[src/rtl/alu4b_serial.sv]
// Bit-serial 4-bit ALU: add/nand with optional operand and result inversion,
// one result bit per clock, LSB first, behind a valid/ready request/response pair.
module alu4b_serial (
    input  logic       clk,
    input  logic       rst,
    input  logic       req_valid,
    output logic       req_ready,
    input  logic [3:0] opCode,
    input  logic [3:0] in1,
    input  logic [3:0] in2,
    output logic       resp_valid,
    input  logic       resp_ready,
    output logic [3:0] out,
    output logic       negative,
    output logic       zero,
    output logic       busy
);

    typedef enum logic [1:0] {IDLE, CALC, DONE} state_t;

    state_t     state;
    state_t     state_next;
    logic [3:0] op_q;
    logic [3:0] a_q;
    logic [3:0] b_q;
    logic [3:0] shift_q;
    logic [3:0] shift_next;
    logic [1:0] cnt_q;
    logic       carry_q;
    logic       carry_next;
    logic       bit_a;
    logic       bit_b;
    logic       bit_r;
    logic       accept;
    logic       step;
    logic       finish;

    // Single-bit datapath for the bit currently selected by the counter
    always_comb begin
        bit_a      = a_q[cnt_q] ^ op_q[3];
        bit_b      = b_q[cnt_q] ^ op_q[2];
        bit_r      = '0;
        carry_next = '0;
        if (op_q[1]) begin
            bit_r = ~(bit_a & bit_b);
        end else begin
            bit_r      = bit_a ^ bit_b ^ carry_q;
            carry_next = (bit_a & bit_b) | (bit_a & carry_q) | (bit_b & carry_q);
        end
        shift_next = {bit_r ^ op_q[0], shift_q[3:1]};
    end

    always_ff @(posedge clk or posedge rst) begin
        if (rst) begin
            state <= IDLE;
        end else begin
            state <= state_next;
        end
    end

    always_comb begin
        state_next = state;
        accept     = 1'b0;
        step       = 1'b0;
        finish     = 1'b0;
        req_ready  = 1'b0;
        resp_valid = 1'b0;
        busy       = 1'b0;
        case (state)
            IDLE: begin
                req_ready = 1'b1;
                if (req_valid) begin
                    accept     = 1'b1;
                    state_next = CALC;
                end
            end
            CALC: begin
                busy = 1'b1;
                step = 1'b1;
                if (cnt_q == 2'd3) begin
                    finish     = 1'b1;
                    state_next = DONE;
                end
            end
            DONE: begin
                busy       = 1'b1;
                resp_valid = 1'b1;
                if (resp_ready) begin
                    state_next = IDLE;
                end
            end
            default: state_next = IDLE;
        endcase
    end

    // Visible result only updates on completion; the shift register stays internal
    always_ff @(posedge clk or posedge rst) begin
        if (rst) begin
            op_q     <= '0;
            a_q      <= '0;
            b_q      <= '0;
            shift_q  <= '0;
            cnt_q    <= '0;
            carry_q  <= '0;
            out      <= '0;
            negative <= '0;
            zero     <= '0;
        end else begin
            if (accept) begin
                op_q    <= opCode;
                a_q     <= in1;
                b_q     <= in2;
                cnt_q   <= '0;
                carry_q <= '0;
            end
            if (step) begin
                shift_q <= shift_next;
                carry_q <= carry_next;
                cnt_q   <= cnt_q + 2'd1;
            end
            if (finish) begin
                out      <= shift_next;
                negative <= shift_next[3];
                zero     <= (shift_next == 4'd0);
            end
        end
    end

endmodule
[config.mk]
export PLATFORM = sky130hd
export DESIGN_NAME = alu4b_serial
export DESIGN_NICKNAME = d
export VERILOG_FILES = /design/src/rtl/alu4b_serial.sv
export SDC_FILE = /design/constraint.sdc
export NUM_CORES = 1
export LEC_CHECK = 0
export CAP_MARGIN = 0
export CORE_ASPECT_RATIO = 1.2
export CORE_MARGIN = 1
export CORE_UTILIZATION = 51
export CTS_CLUSTER_SIZE = 25
export DETAILED_ROUTE_END_ITERATION = 8
export PLACE_DENSITY = 0.8
export SLEW_MARGIN = 10
export SYNTH_ARGS = -nofsm -noshare
export SYNTH_HDL_FRONTEND = slang
export SYNTH_SLANG_ARGS = --single-unit
[constraint.sdc]
create_clock -name clk -period 6.5 [get_ports clk]
set_input_delay 1.625 -clock clk [delete_from_list [all_inputs] [get_ports clk]]
set_output_delay 1.625 -clock clk [all_outputs]
set_load 0.05 [all_outputs]
== After elaboration in Yosys (flattened, before gate mapping) ==
Cells that the tools add are included.

* Order comparisons: 1
* Reduce and logical (&&, ||, !) cells: 5
* Bitwise gates (word level): 11
* Equal/unequal tests: 6
* Muxes and demuxes: 22
* Add/sub/neg operators: 1

{| class="wikitable"
|+ Operator list
! operator !! count
|-
| 2-to-1 mux 1 bit || 14
|-
| 2-to-1 mux 2 bit || 5
|-
| inequality test 2 bit, second input constant || 3
|-
| case mux 2 bit (3 select lines) || 1
|-
| bitwise XOR 1 bit || 5
|-
| binary-select mux 1 bit (select 2 bit) || 2
|-
| == test 2 bit, second input constant || 2
|-
| zero test 4 bit || 1
|-
| bitwise AND 1 bit || 3
|-
| < comparator 2 x 3 -> 1 bit, second input constant || 1
|-
| AND reduction 3 bit || 1
|-
| adder 2 x 1 -> 2 bit, second input constant || 1
|-
| == test 2 x 1 -> 1 bit, second input constant || 1
|-
| zero test 2 bit || 1
|-
| OR 1 bit || 2
|-
| nonzero test 2 bit || 1
|-
| OR reduction 2 bit || 1
|-
| inverter 1 bit || 1
|}

* Register bits: 27
* Input bits: 16
* Output and inout bits: 9
* Word-level logic and storage cells: 56

== Longest topological paths before layout ==
* Depth in word-level cells: 8
* Gate-level depth with buffers: 7
* Gate-level depth less buffers: 7

== Worst setup path after synthesis ==
OpenSTA, ideal clock, no wires.

* Path kind: register to output
* From: reg state[0]
* To: out req_ready
* Data arrival time: 0.951 ns
* Path buffers: 0
* Stages on the path, launching flop included: 3
* Setup slack: 3.924 ns
* Data required time: 4.875 ns
* Cells stage by stage: dfrtp_1 inv_1 ha_1

* Cells in the longest elaborated chain, start to end: 2

{| class="wikitable"
|+ RTL lines
! element !! RTL line !! source
|-
| from (decl) || 21 || <nowiki>state_t state;</nowiki>
|-
| from (signal assigned) || 57 || <nowiki>state <= state_next;</nowiki>
|-
| zero test 2 bit || 69 || <nowiki>case (state)</nowiki>
|-
| 2-to-1 mux 1 bit || 69 ||
|-
| to (decl) || 7 || <nowiki>output logic req_ready,</nowiki>
|}

No other way between the ends.

== Final worst setup path ==
Ends and elaborated chain as after synthesis.

==> impl_metrics.toml <==
[worst_setup_path]
worstSetupEndpoint = "req_ready"
crit_fanout = 5
setup.worst_path.class = "reg2out"
cp-startpoint = "state[0]"
worst-r2r-cell-count = 7
worstPathRequired_ps = 4880
worstReg2RegStart = "cnt_q[0]"
worst_reg2reg_setup_slack_ps = 4130
destination_of_the_worst_register_to_register_timing_path = "out[3]"
critPathCaptureType = "output pin"
cp-start-kind = "flip-flop"
crit_arrival_ps = 1910

[clocking]
tritoncts = "yes"
cts.sinks = 25
cts_setup_buffers = 0
cts_resized = 0
cts.root.buffer_cell = "sky130_fd_sc_hd__clkbuf_4"
cts_hold_buf = 0
clock_insertion_delay_worst_skew_ps = 310
cts-buffers-inserted = 3
clkSlewWorstSetupHoldPaths_ps = 120
htree_num_levels = 1
clk_path_buf_depth = 2

[hold_path]
hold_path.class = "reg2reg"
hold_path_startpoint = "a_q[1]"

[synthesis]
number_of_enable_flip_flop_cells_after_synthesis = 0
synth_seq_area_share_pct = 54.3
synthesis.instances = 86
postSynthRegisterBits = 25
synthesis.nets = 108
dominantRegCellSynth = "sky130_fd_sc_hd__dfrtp_1"
synthesis.area_sq_mm = 0.00115
syn_area_per_cell_sq_um = 13.4
yosysWarnings = 0
synth_cell_types = 20
ys_async_sr_fraction_pct = 100

[floorplan]
io-pin-count = 25
dieWidth_um = 45.4
initial_core_util_pct = 55.0
row_count = 18
chipHeight_um = 54.1
core_sq_mm = 0.00209
floorplan.die_area_sq_mm = 0.00245

[sta]
setup-tns-final_ps = 0
rsz0062_at_grt = "false"
post-route-period-util_pct = 54.4
fin_crit_ps = 3540
finalSetupViolCount = 0
worst_slew_margin_pct = 38.7
fin_skew_ps = 3.80
timing_worst_slew_pin_value_ps = 918
hold_viol = 0
fmax_ghz = 0.283
timing_max_transition_violations_final = 0

[placement]
hpwlAfterDp_um = 1360
post-place-cells = 137
io_buffers = 24
place_congestion = 0.747

[cells_and_area]
layout.area.seq_sq_um = 626
final_cell_mix = "25 x sky130_fd_sc_hd__dfrtp_1, 24 x sky130_fd_sc_hd__clkdlybuf4s50_1, 20 x sky130_fd_sc_hd__mux2_2, 9 x sky130_fd_sc_hd__inv_1, 7 x sky130_fd_sc_hd__nand2_1"
multi_input_area_sq_um = 477
post_layout_nonfiller_instances = 141
drive_above_1_share_pct = 21.6
final_common_cell = "sky130_fd_sc_hd__dfrtp_1"
finish.net_count = 134
filler_cell_count = 167
area_growth_syn_to_layout_pct = 25.0
diodes = 0

[routing]
wl_um = 1740
antenna_left = 0
vias_per_inst = 5.04
wl_per_cell_um = 12.3
vias = 711
drt_pre_antenna_iters = 4
drt_drc_violations_left = 0
drt_iter0_drc = 11

[pwr]
p_int_mw = 0.460
p_sw_mw = 0.332
clkPwrFrac_pct = 8.5
combPwrFrac_pct = 56.0
sw_share_pct = 41.9
power_density_mw_per_mm2 = 550
p_leak_nw = 0.632
reg_power_share_pct = 35.5
irDropWorstVdd_v = 0.000377

[global_routing]
grt_antenna_before_repair = 0
first_pass_grt_wire_length_um = 2860
grt-ovfl-total = 0
global_route.usage.total_pct = 16.3
grt_start_max_net_pins = 26
grt_pass1_vias = 679

[status]
run_status = "finished clean"

[job]
max_cap_viol_count = 0
[Yosys cell counts (2+ instances only)]
cell	count	area share [%]
sky130_fd_sc_hd__mux2_2	20	20
sky130_fd_sc_hd__xor2_1	2	1.5
sky130_fd_sc_hd__inv_1	9	2.9
sky130_fd_sc_hd__nor2_1	2	0.65
sky130_fd_sc_hd__nand2_1	7	2.3
sky130_fd_sc_hd__ha_1	5	5.4
sky130_fd_sc_hd__a21oi_1	2	0.87
sky130_fd_sc_hd__dfrtp_1	25	54
sky130_fd_sc_hd__o21ai_0	3	1.3
[per-stage QoR]
| step | cell area [sq um] | setup slack, ps | utilization, % | power [mW] | hold slack [ps] |
|---|---|---|---|---|---|
| floorplan | 1150 | 3920 | - | 0.630 | 470 |
| global placement | 1410 | 3410 | 67.5 | 0.719 | 479 |
| detailed placement | 1410 | 3310 | 67.5 | 0.737 | 488 |
| CTS | 1440 | 2950 | 68.8 | 0.804 | 518 |
| global route | 1440 | 2890 | 68.8 | 0.856 | 534 |
| finish | 1440 | 2960 | 68.8 | 0.793 | 512 |
[how the worst min path moves through the flow]
stage          endpoint  slack, ps  cells past startpoint
2_1_floorplan    a_q[1]        470                      1
3_3_place_gp     a_q[1]        480                      1
3_5_place_dp     a_q[1]        490                      1
4_1_cts          a_q[1]        520                      1
5_1_grt          a_q[3]        530                      1
6_report         a_q[1]        510                      1
[critical path, stage by stage, from the launching register on]
cell and delay [ps]:
sky130_fd_sc_hd__dfrtp_1 410, sky130_fd_sc_hd__inv_1 90, sky130_fd_sc_hd__ha_1 240, sky130_fd_sc_hd__clkdlybuf4s50_1 860
[area by class of cell]
class	instances	area share (%)
flip-flops and latches	25	43.4
multi-input cells	49	33.1
repair buffers	24	16.7
well taps	30	2.61
inverters	9	2.35
clock buffers	4	1.82
[registers in the layout, summed over array words and instances (netlist names)]
name and flops:
a_q 4, b_q 4, carry_q 1, cnt_q 2, op_q 4, out 4, shift_q 3, state 2
zero 1
[power by group through the flow]
| stage | sequential (mW) | clock, mW | combinational [mW] |
|---|---|---|---|
| after floorplan | 0.324 | 0 | 0.306 |
| after global placement | 0.282 | 0 | 0.438 |
| after detailed placement | 0.287 | 0 | 0.450 |
| after CTS | 0.283 | 0.0701 | 0.452 |
| after global routing | 0.291 | 0.0762 | 0.488 |
| final | 0.281 | 0.0672 | 0.444 |
[cell families (layout without fill, tap and decap cells)]
| group | count (synthesis) | after routing | share of synthesized area, % |
|---|---|---|---|
| adders and majority gates | 6 | 6 | 7.17 |
| xor gates and xnor gates | 3 | 3 | 2.28 |
| buffers and inverters | 12 | 37 | 4.34 |
| and+or+nand+nor | 10 | 10 | 3.48 |
| DFF | 25 | 25 | 54.3 |
| AOI/OAI and AO/OA | 7 | 7 | 3.80 |
| muxes | 23 | 23 | 24.6 |
[per-layer routing]
metal	up-vias	wire (um)	GRT usage, %
met3	7	56	2.01
met5	-	0	0
met2	16	888	27.9
met4	0	51	9.09
li1	341	-	-
met1	347	742	19.6
(Power assumes the default switching activity.)
